$ cat src/rtl/qam_demapper_stream.sv
// qam_demapper_stream: run-time selectable QPSK/16QAM/64QAM Gray hard-decision demapper with show-ahead output FIFO
module qam_demapper_stream #(
  parameter int IN_W       = 8,
  parameter int THRESH     = 16,
  parameter int FIFO_DEPTH = 16,
  parameter int CNT_W      = 16
) (
  input  logic                          symbol_clock,
  input  logic                          rst_n,
  input  logic                          flush,
  input  logic signed [IN_W-1:0]        I_in,
  input  logic signed [IN_W-1:0]        Q_in,
  input  logic [1:0]                    mode,
  input  logic                          in_valid,
  output logic                          in_ready,
  output logic [5:0]                    data_out,
  output logic [1:0]                    mode_out,
  output logic                          out_valid,
  input  logic                          out_ready,
  output logic [$clog2(FIFO_DEPTH):0]   fifo_level,
  output logic [CNT_W-1:0]              sym_count
);
  localparam int AW = $clog2(FIFO_DEPTH);
  localparam int LW = AW + 1;
  localparam int MW = IN_W + 2;
  localparam logic [MW-1:0] T2   = MW'(2 * THRESH);
  localparam logic [MW-1:0] T4   = MW'(4 * THRESH);
  localparam logic [MW-1:0] T6   = MW'(6 * THRESH);
  localparam logic [MW-1:0] MAXM = MW'((1 << (IN_W - 1)) - 1);

  // Magnitude widened by two bits so 6T never overflows; most negative input saturates
  function automatic logic [MW-1:0] mag(input logic signed [IN_W-1:0] x);
    logic signed [MW-1:0] e;
    e = MW'(x);
    return !x[IN_W-1] ? MW'(e) : (x[IN_W-2:0] == '0) ? MAXM : MW'(-e);
  endfunction

  logic [MW-1:0] mi, mq;
  logic          si, sq, accept, ready_en, s1_valid, push, pop;
  logic [1:0]    eff;
  logic [5:0]    bits;
  logic [7:0]    s1_word, head;
  logic [7:0]    mem [FIFO_DEPTH];
  logic [AW-1:0] wr_ptr, rd_ptr;
  logic [LW-1:0] level;

  assign si = I_in[IN_W-1];
  assign sq = Q_in[IN_W-1];
  assign mi = mag(I_in);
  assign mq = mag(Q_in);
  assign push = s1_valid;
  assign pop = out_valid && out_ready;
  assign in_ready = ready_en && !flush && ((level + LW'(s1_valid)) < LW'(FIFO_DEPTH));
  assign accept = in_valid && in_ready;
  assign head = mem[rd_ptr];
  assign data_out = out_valid ? head[5:0] : '0;
  assign mode_out = out_valid ? head[7:6] : '0;
  assign fifo_level = level;

  // Per-symbol decision; reserved mode 3 decodes as 16QAM, Gray levels 10,11,01,00 outward for 64QAM
  always_comb begin
    eff = (mode == 2'd3) ? 2'd1 : mode;
    bits = (eff == 2'd0) ? {4'b0000, si, sq}
         : (eff == 2'd1) ? {2'b00, si, (mi < T2), sq, (mq < T2)}
         : {si, (mi < T4), ((mi >= T2) && (mi < T6)), sq, (mq < T4), ((mq >= T2) && (mq < T6))};
  end

  // Decision register, accept counter and post-reset ready enable
  always_ff @(posedge symbol_clock or negedge rst_n) begin
    if (!rst_n) begin
      ready_en  <= 1'b0;
      s1_valid  <= 1'b0;
      s1_word   <= '0;
      sym_count <= '0;
    end else begin
      ready_en <= 1'b1;
      s1_valid <= accept;
      if (accept) begin
        s1_word   <= {eff, bits};
        sym_count <= sym_count + CNT_W'(1);
      end
    end
  end

  // FIFO bookkeeping; out_valid only exposes words written on an earlier edge
  always_ff @(posedge symbol_clock or negedge rst_n) begin
    if (!rst_n) begin
      wr_ptr    <= '0;
      rd_ptr    <= '0;
      level     <= '0;
      out_valid <= 1'b0;
    end else if (flush) begin
      wr_ptr    <= '0;
      rd_ptr    <= '0;
      level     <= '0;
      out_valid <= 1'b0;
    end else begin
      if (push) wr_ptr <= wr_ptr + AW'(1);
      if (pop) rd_ptr <= rd_ptr + AW'(1);
      level     <= level + LW'(push) - LW'(pop);
      out_valid <= (level - LW'(pop)) != '0;
    end
  end

  // FIFO storage; contents are only observable through out_valid-gated outputs
  always_ff @(posedge symbol_clock) begin
    if (push) mem[wr_ptr] <= s1_word;
  end
endmodule
$ cat config.mk
export PLATFORM = sky130hd
export DESIGN_NAME = qam_demapper_stream
export DESIGN_NICKNAME = d
export VERILOG_FILES = /design/src/rtl/qam_demapper_stream.sv
export SDC_FILE = /design/constraint.sdc
export NUM_CORES = 1
export LEC_CHECK = 0
export BUFFER_PORTS_ARGS = -buffer_cell sky130_fd_sc_hd__buf_2
export CAP_MARGIN = 5
export CORE_UTILIZATION = 40
export DETAILED_ROUTE_END_ITERATION = 16
export PLACE_DENSITY = 0.68
export SKIP_CTS_REPAIR_TIMING = 1
export SYNTH_ARGS = -nofsm -noshare
export SYNTH_HDL_FRONTEND = slang
export SYNTH_SLANG_ARGS = --single-unit
$ cat constraint.sdc
create_clock -name symbol_clock -period 2.9 [get_ports symbol_clock]
set_clock_uncertainty 0.15 [all_clocks]
set_input_delay 0.58 -clock symbol_clock [delete_from_list [all_inputs] [get_ports symbol_clock]]
set_output_delay 0.58 -clock symbol_clock [all_outputs]
set_load 0.005 [all_outputs]
==> results.sh <==
export IMPL_status="finished, violations left"
export IMPL_violations="setup timing"
export IMPL_startpoint="rd_ptr[0]"
export IMPL_use_met2=0.276
export IMPL_netlist_instances=437
export IMPL_antenna_found_initial=0
export IMPL_crit_end="data_out[1]"
export IMPL_via_per_inst=5.27
export IMPL_drt_pass1_iter_count=4
export IMPL_hold_path_class="input port to async pin"
export IMPL_total_power_uw=5880
export IMPL_rsz0062_at_grt="true"
export IMPL_maxCapViolCount=0
export IMPL_seq_area_frac_synth=0.665
export IMPL_start_util=0.415
export IMPL_timing_rr_start="push"
export IMPL_clk_pin_slew_ns=0.07
export IMPL_ys_types=53
export IMPL_rrSetupSlack_ns=0.42
export IMPL_grt_usage=0.165
export IMPL_postRouteAntennaNets=0
export IMPL_p_leak_uw=0.00307
export IMPL_setup_worst_path_end_class="output pin"
export IMPL_overflow=0
export IMPL_worstReg2RegEnd="sym_count[5]"
export IMPL_dr_first_iter_drc_count=327
export IMPL_final_common_cell="edfxtp_1"
export IMPL_hold_viol=0
export IMPL_cp_arrival_ns=2.38
export IMPL_grt_met3_usage=0.0326
export IMPL_timing_worst_slew_pin_value_ns=0.905
export IMPL_port_buffers=53
export IMPL_nFillCells=1481
export IMPL_htreeDepth=4
export IMPL_worst_ir_drop_vdd_v=0.000440
export IMPL_die_area_mm2=0.0187
export IMPL_setup_viol=8
export IMPL_ys_ff_latch=168
export IMPL_clkLatencyLatePin_ns=0.42
export IMPL_rows=48
export IMPL_crit_type="flop to output pin"
export IMPL_routed_wl_um=14300
export IMPL_antenna_cells=0
export IMPL_async_flop_share=0.238
export IMPL_placed_area_mm2=0.00776
export IMPL_cts_tree="built"
export IMPL_fin_ws_ns=-0.207
export IMPL_first_global_vias=3960
export IMPL_ys_flop_type="edfxtp_1"
export IMPL_fin_cells=733
export IMPL_vias=3862
export IMPL_min_period_ns=3.11
export IMPL_required_ns=2.17
export IMPL_grt_max_degree=41
export IMPL_grt_pass1_wl_um=22200
export IMPL_detail_route_wl_per_cell_um=19.5
export IMPL_cts_buffers_inserted=17
export IMPL_fin_crit_sh=1.07
export IMPL_drc=0
export IMPL_drive_above_1_share=0.256
export IMPL_mostFrequentLayoutCells="edfxtp_1, buf_2, dfrtp_1, mux4_2, nor2_1"
export IMPL_syn_to_final_growth_pct=14.8
export IMPL_hpwl_um=9090
export IMPL_nNetsFinal=531
export IMPL_ios=54
export IMPL_top_usage_layer="met2"
export IMPL_fin_util=0.477
export IMPL_start_kind="flop"
export IMPL_syn_nets=473
export IMPL_ff2ff_path_depth=8
export IMPL_final_cell_area_mm2=0.00836
export IMPL_slew_viol_final=0
export IMPL_place_inst=701
export IMPL_yosysWarnings=0
export IMPL_netlist_area_mm2=0.00728
export IMPL_worst_path_max_fanout=16
export IMPL_clock_sinks=168
export IMPL_coreArea_mm2=0.0175
export IMPL_syn_area_per_cell_um2=16.7
export IMPL_p_per_area_mw_per_mm2=704
export IMPL_fmax_mhz=322
export IMPL_die_w_um=137
export IMPL_grtUsageMet1=0.216
export IMPL_slew_headroom=0.397
export IMPL_die_y_um=137
export IMPL_ctsLongestPathBuffers=2
export IMPL_synth_edff_count=128
export IMPL_gp_congestion=0.751
export IMPL_cts_root_buf="clkbuf_16"
==> sequential cells by signal, indices dropped and copies added, names as in the netlist <==
signal / flops
mem: 128
sym_count: 16
s1_word: 8
fifo_level: 5
rd_ptr: 4
wr_ptr: 4
out_valid: 1
push: 1
ready_en: 1
==> kinds of logic (layout without fill, tap and decap cells) <==
family	count (synthesis)	count (layout)	share of synthesized area
flip-flops	168	168	0.665
AND/OR/NAND/NOR	112	112	0.0811
multiplexers	41	41	0.132
AO/OA/AOI/OAI	37	37	0.0332
buffers and inverters	36	107	0.0304
XOR/XNOR	29	29	0.0349
adder cells (fa/ha/maj)	13	13	0.0223
other	1	1	0.000515
==> worst min path at each step <==
stage,startpoint,end,slack [ns],cells past startpoint
CTS,rst_n,sym_count[10],0.16,1
global placement,sym_count[15],sym_count[15],0.30,1
detailed placement,sym_count[15],sym_count[15],0.31,1
floorplan,rst_n,fifo_level[0],0.13,0
global route,rst_n,sym_count[4],0.22,1
finish,rst_n,sym_count[5],0.14,1
==> layout make-up <==
cell class	instances	area [um2]	area share
Clock inverter	15	159	0.0190
Sequential cell	168	4850	0.580
Tap cell	225	282	0.0337
Multi-Input combinational cell	233	2210	0.265
Clock buffer	17	425	0.0509
Timing Repair Buffer	61	382	0.0457
Inverter	14	52.6	0.00629
==> through the flow <==
step / setup WS (ns) / hold slack (ns) / setup TNS (ns)
final: -0.207 / 0.140 / -1.18
after global routing: -0.279 / 0.218 / -1.82
after CTS: -0.256 / 0.160 / -1.65
after detailed placement: 0.198 / 0.311 / 0
after global placement: 0.235 / 0.305 / 0
after floorplan: 0.395 / 0.134 / 0
==> report_power, final <==
part / switching [uW] / internal (uW)
clock network: 1020 / 1150
logic: 322 / 398
registers: 202 / 2790
total: 1540 / 4340
==> worst max-delay path, stage by stage, from the launching register on <==
cell,delay (ns)
dfrtp_2,0.42
buf_12,0.19
mux4_1,0.59
mux4_2,0.48
and2_1,0.17
buf_2,0.12
==> cell usage after synthesis (2+ instances only) <==
library cell,n,area share
nor2b_1,3,0.0026
clkbuf_1,9,0.0046
o31ai_1,2,0.0021
a22oi_1,3,0.0031
nor2_1,24,0.012
o211ai_1,2,0.0021
nand2_1,22,0.011
buf_2,4,0.0027
a31oi_1,6,0.0052
buf_1,2,0.0010
buf_8,2,0.0041
a21o_1,2,0.0021
o21ai_1,3,0.0021
xnor2_1,19,0.023
o2111ai_1,2,0.0024
inv_1,13,0.0067
nor4_1,2,0.0017
nand2b_1,2,0.0017
nand3_1,7,0.0048
and2_1,26,0.022
nor3_1,6,0.0041
mux4_2,26,0.080
a21oi_1,9,0.0062
dfrtp_1,40,0.14
buf_12,2,0.0055
xor2_1,10,0.012
and4_1,2,0.0024
ha_1,13,0.022
o21ai_0,2,0.0014
edfxtp_1,128,0.53
and3_1,2,0.0017
nand4_1,7,0.0060
mux4_1,14,0.051
nor4b_1,2,0.0024
==> metal layers <==
layer  vias up  share of wire
met3        11          0.052
met1      1940           0.43
met4         0          0.011
met5         -              0
met2       104           0.50
li1       1807              -
No activity file was read; power rests on OpenSTA's default activity.
